## config.mk

```make
export PLATFORM = sky130hd
export DESIGN_NAME = mem_arbiter
export DESIGN_NICKNAME = d
export VERILOG_FILES = /design/src/rtl/mem_arb_pkg.sv /design/src/rtl/mem_arb_rr2.sv /design/src/rtl/mem_arbiter.sv
export SDC_FILE = /design/constraint.sdc
export NUM_CORES = 1
export LEC_CHECK = 0
export BUFFER_PORTS_ARGS = -buffer_cell sky130_fd_sc_hd__buf_2
export CAP_MARGIN = 20
export CELL_PAD_IN_SITES_DETAIL_PLACEMENT = 1
export CELL_PAD_IN_SITES_GLOBAL_PLACEMENT = 2
export CORE_ASPECT_RATIO = 0.8
export CORE_MARGIN = 4
export CORE_UTILIZATION = 14
export DETAILED_ROUTE_END_ITERATION = 6
export PLACE_DENSITY_LB_ADDON = 0.1
export SYNTH_ARGS = -nofsm -noshare
export SYNTH_HDL_FRONTEND = slang
export SYNTH_SLANG_ARGS = --single-unit
```

## constraint.sdc

```tcl
create_clock -name s_clk_i -period 2.3 [get_ports s_clk_i]
set_input_delay 0.345 -clock s_clk_i [delete_from_list [all_inputs] [get_ports s_clk_i]]
set_output_delay 0.345 -clock s_clk_i [all_outputs]
set_load 0.1 [all_outputs]
```

## src/rtl/mem_arb_pkg.sv

```systemverilog
// Shared types and helpers for the fetch/data memory arbiter.
package mem_arb_pkg;

   typedef enum logic [1:0] {
      OWN_NONE  = 2'd0,
      OWN_FETCH = 2'd1,
      OWN_DATA  = 2'd2
   } owner_e;

   localparam int unsigned WORD_BYTES = 4;

   // Word aligned and strictly below the byte limit (unsigned compare).
   function automatic logic addr_legal(input logic [31:0] add, input logic [31:0] byte_limit);
      return (add[1:0] == 2'b00) && (add < byte_limit);
   endfunction

endpackage

```

## src/rtl/mem_arb_rr2.sv

```systemverilog
// Two-way round-robin picker: bit 0 = fetch, bit 1 = data; a tie goes to the port that did not win last.
module mem_arb_rr2 (
   input  logic [1:0] req,
   input  logic       last_data,
   output logic [1:0] gnt
);

   assign gnt[0] = req[0] & (~req[1] | last_data);
   assign gnt[1] = req[1] & (~req[0] | ~last_data);

endmodule

```

## src/rtl/mem_arbiter.sv

```systemverilog
// Shares one single-port word memory between instruction fetch (read-only) and load/store,
// granting one access per cycle with the response exactly one cycle later.
module mem_arbiter
   import mem_arb_pkg::*;
#(
   parameter int unsigned MEM_SIZE = 1024
) (
   input  logic        s_clk_i,
   input  logic        s_reset_i,
   input  logic        s_i_req_i,
   input  logic [31:0] s_i_add_i,
   output logic        s_i_gnt_o,
   output logic        s_i_rvalid_o,
   output logic [31:0] s_i_rdata_o,
   output logic        s_i_err_o,
   input  logic        s_d_req_i,
   input  logic        s_d_we_i,
   input  logic [31:0] s_d_add_i,
   input  logic [31:0] s_d_wdata_i,
   output logic        s_d_gnt_o,
   output logic        s_d_rvalid_o,
   output logic [31:0] s_d_rdata_o,
   output logic        s_d_err_o,
   output logic [31:0] s_mem_add_o,
   output logic [31:0] s_mem_val_o,
   output logic        s_mem_write_o,
   input  logic [31:0] s_mem_val_i
);

   localparam logic [31:0] BYTE_LIMIT = 32'(WORD_BYTES * MEM_SIZE);

   logic [1:0]  req;
   logic [1:0]  gnt_rr;
   logic [1:0]  gnt;
   logic [31:0] port_add [2];
   logic [1:0]  port_legal;
   logic [1:0]  resp_valid;

   owner_e      owner_reg;
   owner_e      owner_next;
   logic        last_data_reg;
   logic        we_reg;
   logic        err_reg;
   logic [31:0] wdata_reg;

   assign req         = {s_d_req_i, s_i_req_i};
   assign port_add[0] = s_i_add_i;
   assign port_add[1] = s_d_add_i;

   generate
      for (genvar gi = 0; gi < 2; gi++) begin : g_port
         assign port_legal[gi] = addr_legal(port_add[gi], BYTE_LIMIT);
      end
   endgenerate

   mem_arb_rr2 u_rr2 (
      .req       (req),
      .last_data (last_data_reg),
      .gnt       (gnt_rr)
   );

   // No grant may be issued while reset is asserted.
   assign gnt       = s_reset_i ? 2'b00 : gnt_rr;
   assign s_i_gnt_o = gnt[0];
   assign s_d_gnt_o = gnt[1];

   always_comb begin
      owner_next    = OWN_NONE;
      s_mem_add_o   = 32'd0;
      s_mem_write_o = 1'b0;
      if (gnt[0]) begin
         owner_next = OWN_FETCH;
         if (port_legal[0]) begin
            s_mem_add_o = s_i_add_i;
         end
      end else if (gnt[1]) begin
         owner_next = OWN_DATA;
         if (port_legal[1]) begin
            s_mem_add_o   = s_d_add_i;
            s_mem_write_o = s_d_we_i;
         end
      end
   end

   always_ff @(posedge s_clk_i) begin
      if (s_reset_i) begin
         owner_reg     <= OWN_NONE;
         last_data_reg <= 1'b1;
         we_reg        <= 1'b0;
         err_reg       <= 1'b0;
         wdata_reg     <= 32'd0;
      end else begin
         owner_reg <= owner_next;
         if (gnt != 2'b00) begin
            last_data_reg <= gnt[1];
         end
         we_reg    <= gnt[1] & s_d_we_i;
         err_reg   <= (gnt[0] & ~port_legal[0]) | (gnt[1] & ~port_legal[1]);
         wdata_reg <= gnt[1] ? s_d_wdata_i : 32'd0;
      end
   end

   // Write data lags the address by a cycle to line up with the memory's registered address.
   assign s_mem_val_o = wdata_reg;

   assign resp_valid[0] = ~s_reset_i & (owner_reg == OWN_FETCH);
   assign resp_valid[1] = ~s_reset_i & (owner_reg == OWN_DATA);

   assign s_i_rvalid_o = resp_valid[0];
   assign s_i_err_o    = resp_valid[0] & err_reg;
   assign s_i_rdata_o  = (resp_valid[0] & ~err_reg) ? s_mem_val_i : 32'd0;

   assign s_d_rvalid_o = resp_valid[1];
   assign s_d_err_o    = resp_valid[1] & err_reg;
   assign s_d_rdata_o  = (resp_valid[1] & ~err_reg & ~we_reg) ? s_mem_val_i : 32'd0;

endmodule

```

==> impl_metrics.env <==
export IMPL_status="finished with violations"
export IMPL_violations="negative setup slack"
export IMPL_ys_async_sr_fraction_pct=0
export IMPL_critical_path_top_delay_family="simple AND/OR/NAND/NOR gates"
export IMPL_firstDrtPassIters=3
export IMPL_ys_seq_area_share_pct=37.3
export IMPL_synth_xor_area_share_pct=0
export IMPL_die_y_um=115
export IMPL_multi_input_area_um2=1360
export IMPL_fin_nets=614
export IMPL_cts_buffers=5
export IMPL_finalClockSkew_ns=0.00533
export IMPL_antenna_found_initial=1
export IMPL_core_area_um2=13700
export IMPL_synthMuxAreaShare_pct=0
export IMPL_clkPwrFrac_pct=34.7
export IMPL_grt_usage_pct=11.4
export IMPL_synthFlopType="dfxtp_1"
export IMPL_holdBufCountCts=0
export IMPL_fin_tns_setup_ns=-0.532
export IMPL_fin_ws_ns=-0.0565
export IMPL_wirelength_mm=9.90
export IMPL_ys_seq_elements=37
export IMPL_cts_tree="built"
export IMPL_globalRouteOverflowTotal=0
export IMPL_cts_root_buf="clkbuf_16"
export IMPL_post_synth_top_area_fraction_pct=37.3
export IMPL_antenna_cells=0
export IMPL_start_util_pct=14.5
export IMPL_io_pins=268
export IMPL_area_growth_pct=153
export IMPL_via_count=2479
export IMPL_die_w_um=141
export IMPL_wire_per_inst_um=15.0
export IMPL_synth_edff_count=0
export IMPL_grt_pass1_vias=2615
export IMPL_period_share_pct=102
export IMPL_p_leak_nw=2.33
export IMPL_cp_arrival_ns=2.01
export IMPL_fin_util_pct=36.5
export IMPL_htree_levels=2
export IMPL_final_hold_viol_count=0
export IMPL_hp_class="input port to register"
export IMPL_power_density_nw_per_um2=456
export IMPL_rsz0062_at_grt="yes"
export IMPL_crit_buf_inv=3
export IMPL_end_kind="output port"
export IMPL_clock_latency_ns=0.28
export IMPL_slew_headroom_pct=66.0
export IMPL_synth_area_top_cells="dfxtp_1 37%, and2_1 31%, buf_4 8.3%"
export IMPL_port_buffers=245
export IMPL_synth_top_cells_by_count="99 x and2_1, 37 x dfxtp_1, 22 x buf_4, 21 x nand2_1, 12 x clkbuf_1"
export IMPL_intPower_w=0.00144
export IMPL_crit_required_ns=1.96
export IMPL_critPathKind="input port to output port"
export IMPL_worst_slew_pin_transition_ns=0.514
export IMPL_synthAdderAreaFrac_pct=0
export IMPL_grt_start_max_net_pins=33
export IMPL_switching_share_pct=37.2
export IMPL_synth_simple_area_share_pct=44.1
export IMPL_fmax_mhz=424
export IMPL_clock_path_buffers=2
export IMPL_ant_nets=0
export IMPL_finalSetupViolCount=10
export IMPL_syn_avg_cell_area_um2=8.56
export IMPL_via_per_inst=3.74
export IMPL_critPathLaunchType="input port"
export IMPL_netlist_cell_type_count=22
export IMPL_post_dp_hpwl_mm=8.61
export IMPL_yosysTopAreaCell="dfxtp_1"
export IMPL_place_ws_ns=-0.134
export IMPL_synth_top_family_by_area="simple AND/OR/NAND/NOR gates"
export IMPL_critPathMaxFanout=6
export IMPL_cpMaxStageDelayCell="or4_4"
export IMPL_fillCellCount=1583
export IMPL_slowest_delay_ns=0.52
export IMPL_die_area_um2=16200
export IMPL_grt_pass1_wl_mm=14.4
export IMPL_finalCriticalPeriod_ns=2.36
export IMPL_largest_reg_flops=32
export IMPL_ir_drop_mv=0.285
export IMPL_startpoint="s_i_add_i[28]"
export IMPL_seqCellArea_um2=743
export IMPL_clk_pin_slew_ns=0.06
export IMPL_yosys_warnings=0
export IMPL_power_switching_w=0.000852
export IMPL_synth_compound_area_share_pct=7.05
export IMPL_rr_startpoint="last_data_reg"
export IMPL_synth_most_common_cell="and2_1"
export IMPL_hold_path_startpoint="s_d_wdata_i[1]"
export IMPL_gp_congestion=0.729
export IMPL_maxCapViolations=0
export IMPL_drc_errors=0
export IMPL_drv_slew=0
export IMPL_clock_sinks=37
export IMPL_synth_area_um2=1990
export IMPL_rows=38
export IMPL_synth_cells=232
export IMPL_crit_chain="buf_6 -> or4_4 -> or4_4 -> buf_12 -> o22ai_4 -> buf_12"
export IMPL_power_frac_seq_pct=29.6
export IMPL_drive_gt1_share_pct=72.6
export IMPL_dr_first_iter_drc_count=23
export IMPL_p_comb_share_pct=35.7
## power groups by stage
stage	combinational (W)	sequential [W]	clock, W
after floorplan	0.000449	0.000830	0
after CTS	0.000825	0.000678	0.000816
after detailed placement	0.000823	0.000691	0
after global routing	0.000852	0.000680	0.000841
final	0.000818	0.000677	0.000794
after global placement	0.000817	0.000690	0
## worst register-to-register path: stages (launching register included)
cell and delay [ns]:
dfxtp_1 0.35, nand2_1 0.09, and3b_1 0.24, buf_4 0.21
buf_4 0.19, and2_1 0.16
## area by class of cell
| cell class | count | area share, % |
|---|---|---|
| Timing Repair Buffer | 257 | 50.2 |
| Multi-Input combinational cell | 180 | 27.1 |
| Sequential cell | 37 | 14.8 |
| Tap cell | 180 | 4.49 |
| Clock buffer | 7 | 2.84 |
| Clock inverter | 1 | 0.598 |
## timing repair
| action | CTS | global route |
|---|---|---|
| setup endpoints to repair | 10 | 10 |
| gates cloned | 0 | 0 |
| resized for setup | 2 | 1 |
| pin swaps | 1 | 1 |
| buffers inserted | 3 | 0 |
## cells in the final DEF, fill, tap and decap left out
master	count
a22o_2	1
and2_1	33
and2_2	24
and2_4	42
and3b_1	2
and4_1	1
buf_12	80
buf_2	167
buf_4	8
buf_6	2
bufinv_16	1
clkbuf_1	1
clkbuf_16	5
clkbuf_8	1
conb_1	22
dfxtp_1	35
dfxtp_2	2
nand2_1	21
nand2b_1	1
nand3_1	1
nand4_1	1
nor2_1	1
nor2b_1	1
nor2b_2	1
nor2b_4	1
nor3b_1	2
nor3b_4	3
nor4_1	9
o21ai_0	1
o22ai_4	10
or4_4	2
## per-layer routing
metal	vias up	GRT usage, %	part of all wire, %
met3	10	5.43	12
li1	1192	-	-
met5	-	0	0.071
met1	1134	12.0	36
met4	2	2.13	0.69
met2	141	20.8	51
## metrics by stage
stage	total power [W]	cell area (um2)	hold WS (ns)	std cells
after floorplan	0.00128	2380	0.414	253
after global placement	0.00151	4800	0.500	651
after detailed placement	0.00151	4800	0.546	651
after CTS	0.00232	5010	0.254	662
after global routing	0.00237	5020	0.261	662
final	0.00229	5020	0.261	662
## path summary, 6_finish.rpt
check | endpoint | slack (ns) | cells after the start
max reg2reg | s_mem_val_o[4] | 0.96 | 5
min reg2reg | last_data_reg | 0.56 | 2
max | s_mem_add_o[8] | -0.06 | 6
min | s_mem_val_o[1] | 0.26 | 2
## cell families after synthesis
logic type	count (synthesis)
buffers and inverters	36
AND/OR/NAND/NOR	146
flip-flops	37
AO/OA/AOI/OAI	12
other	1
Power figures use the tool's default switching activity.
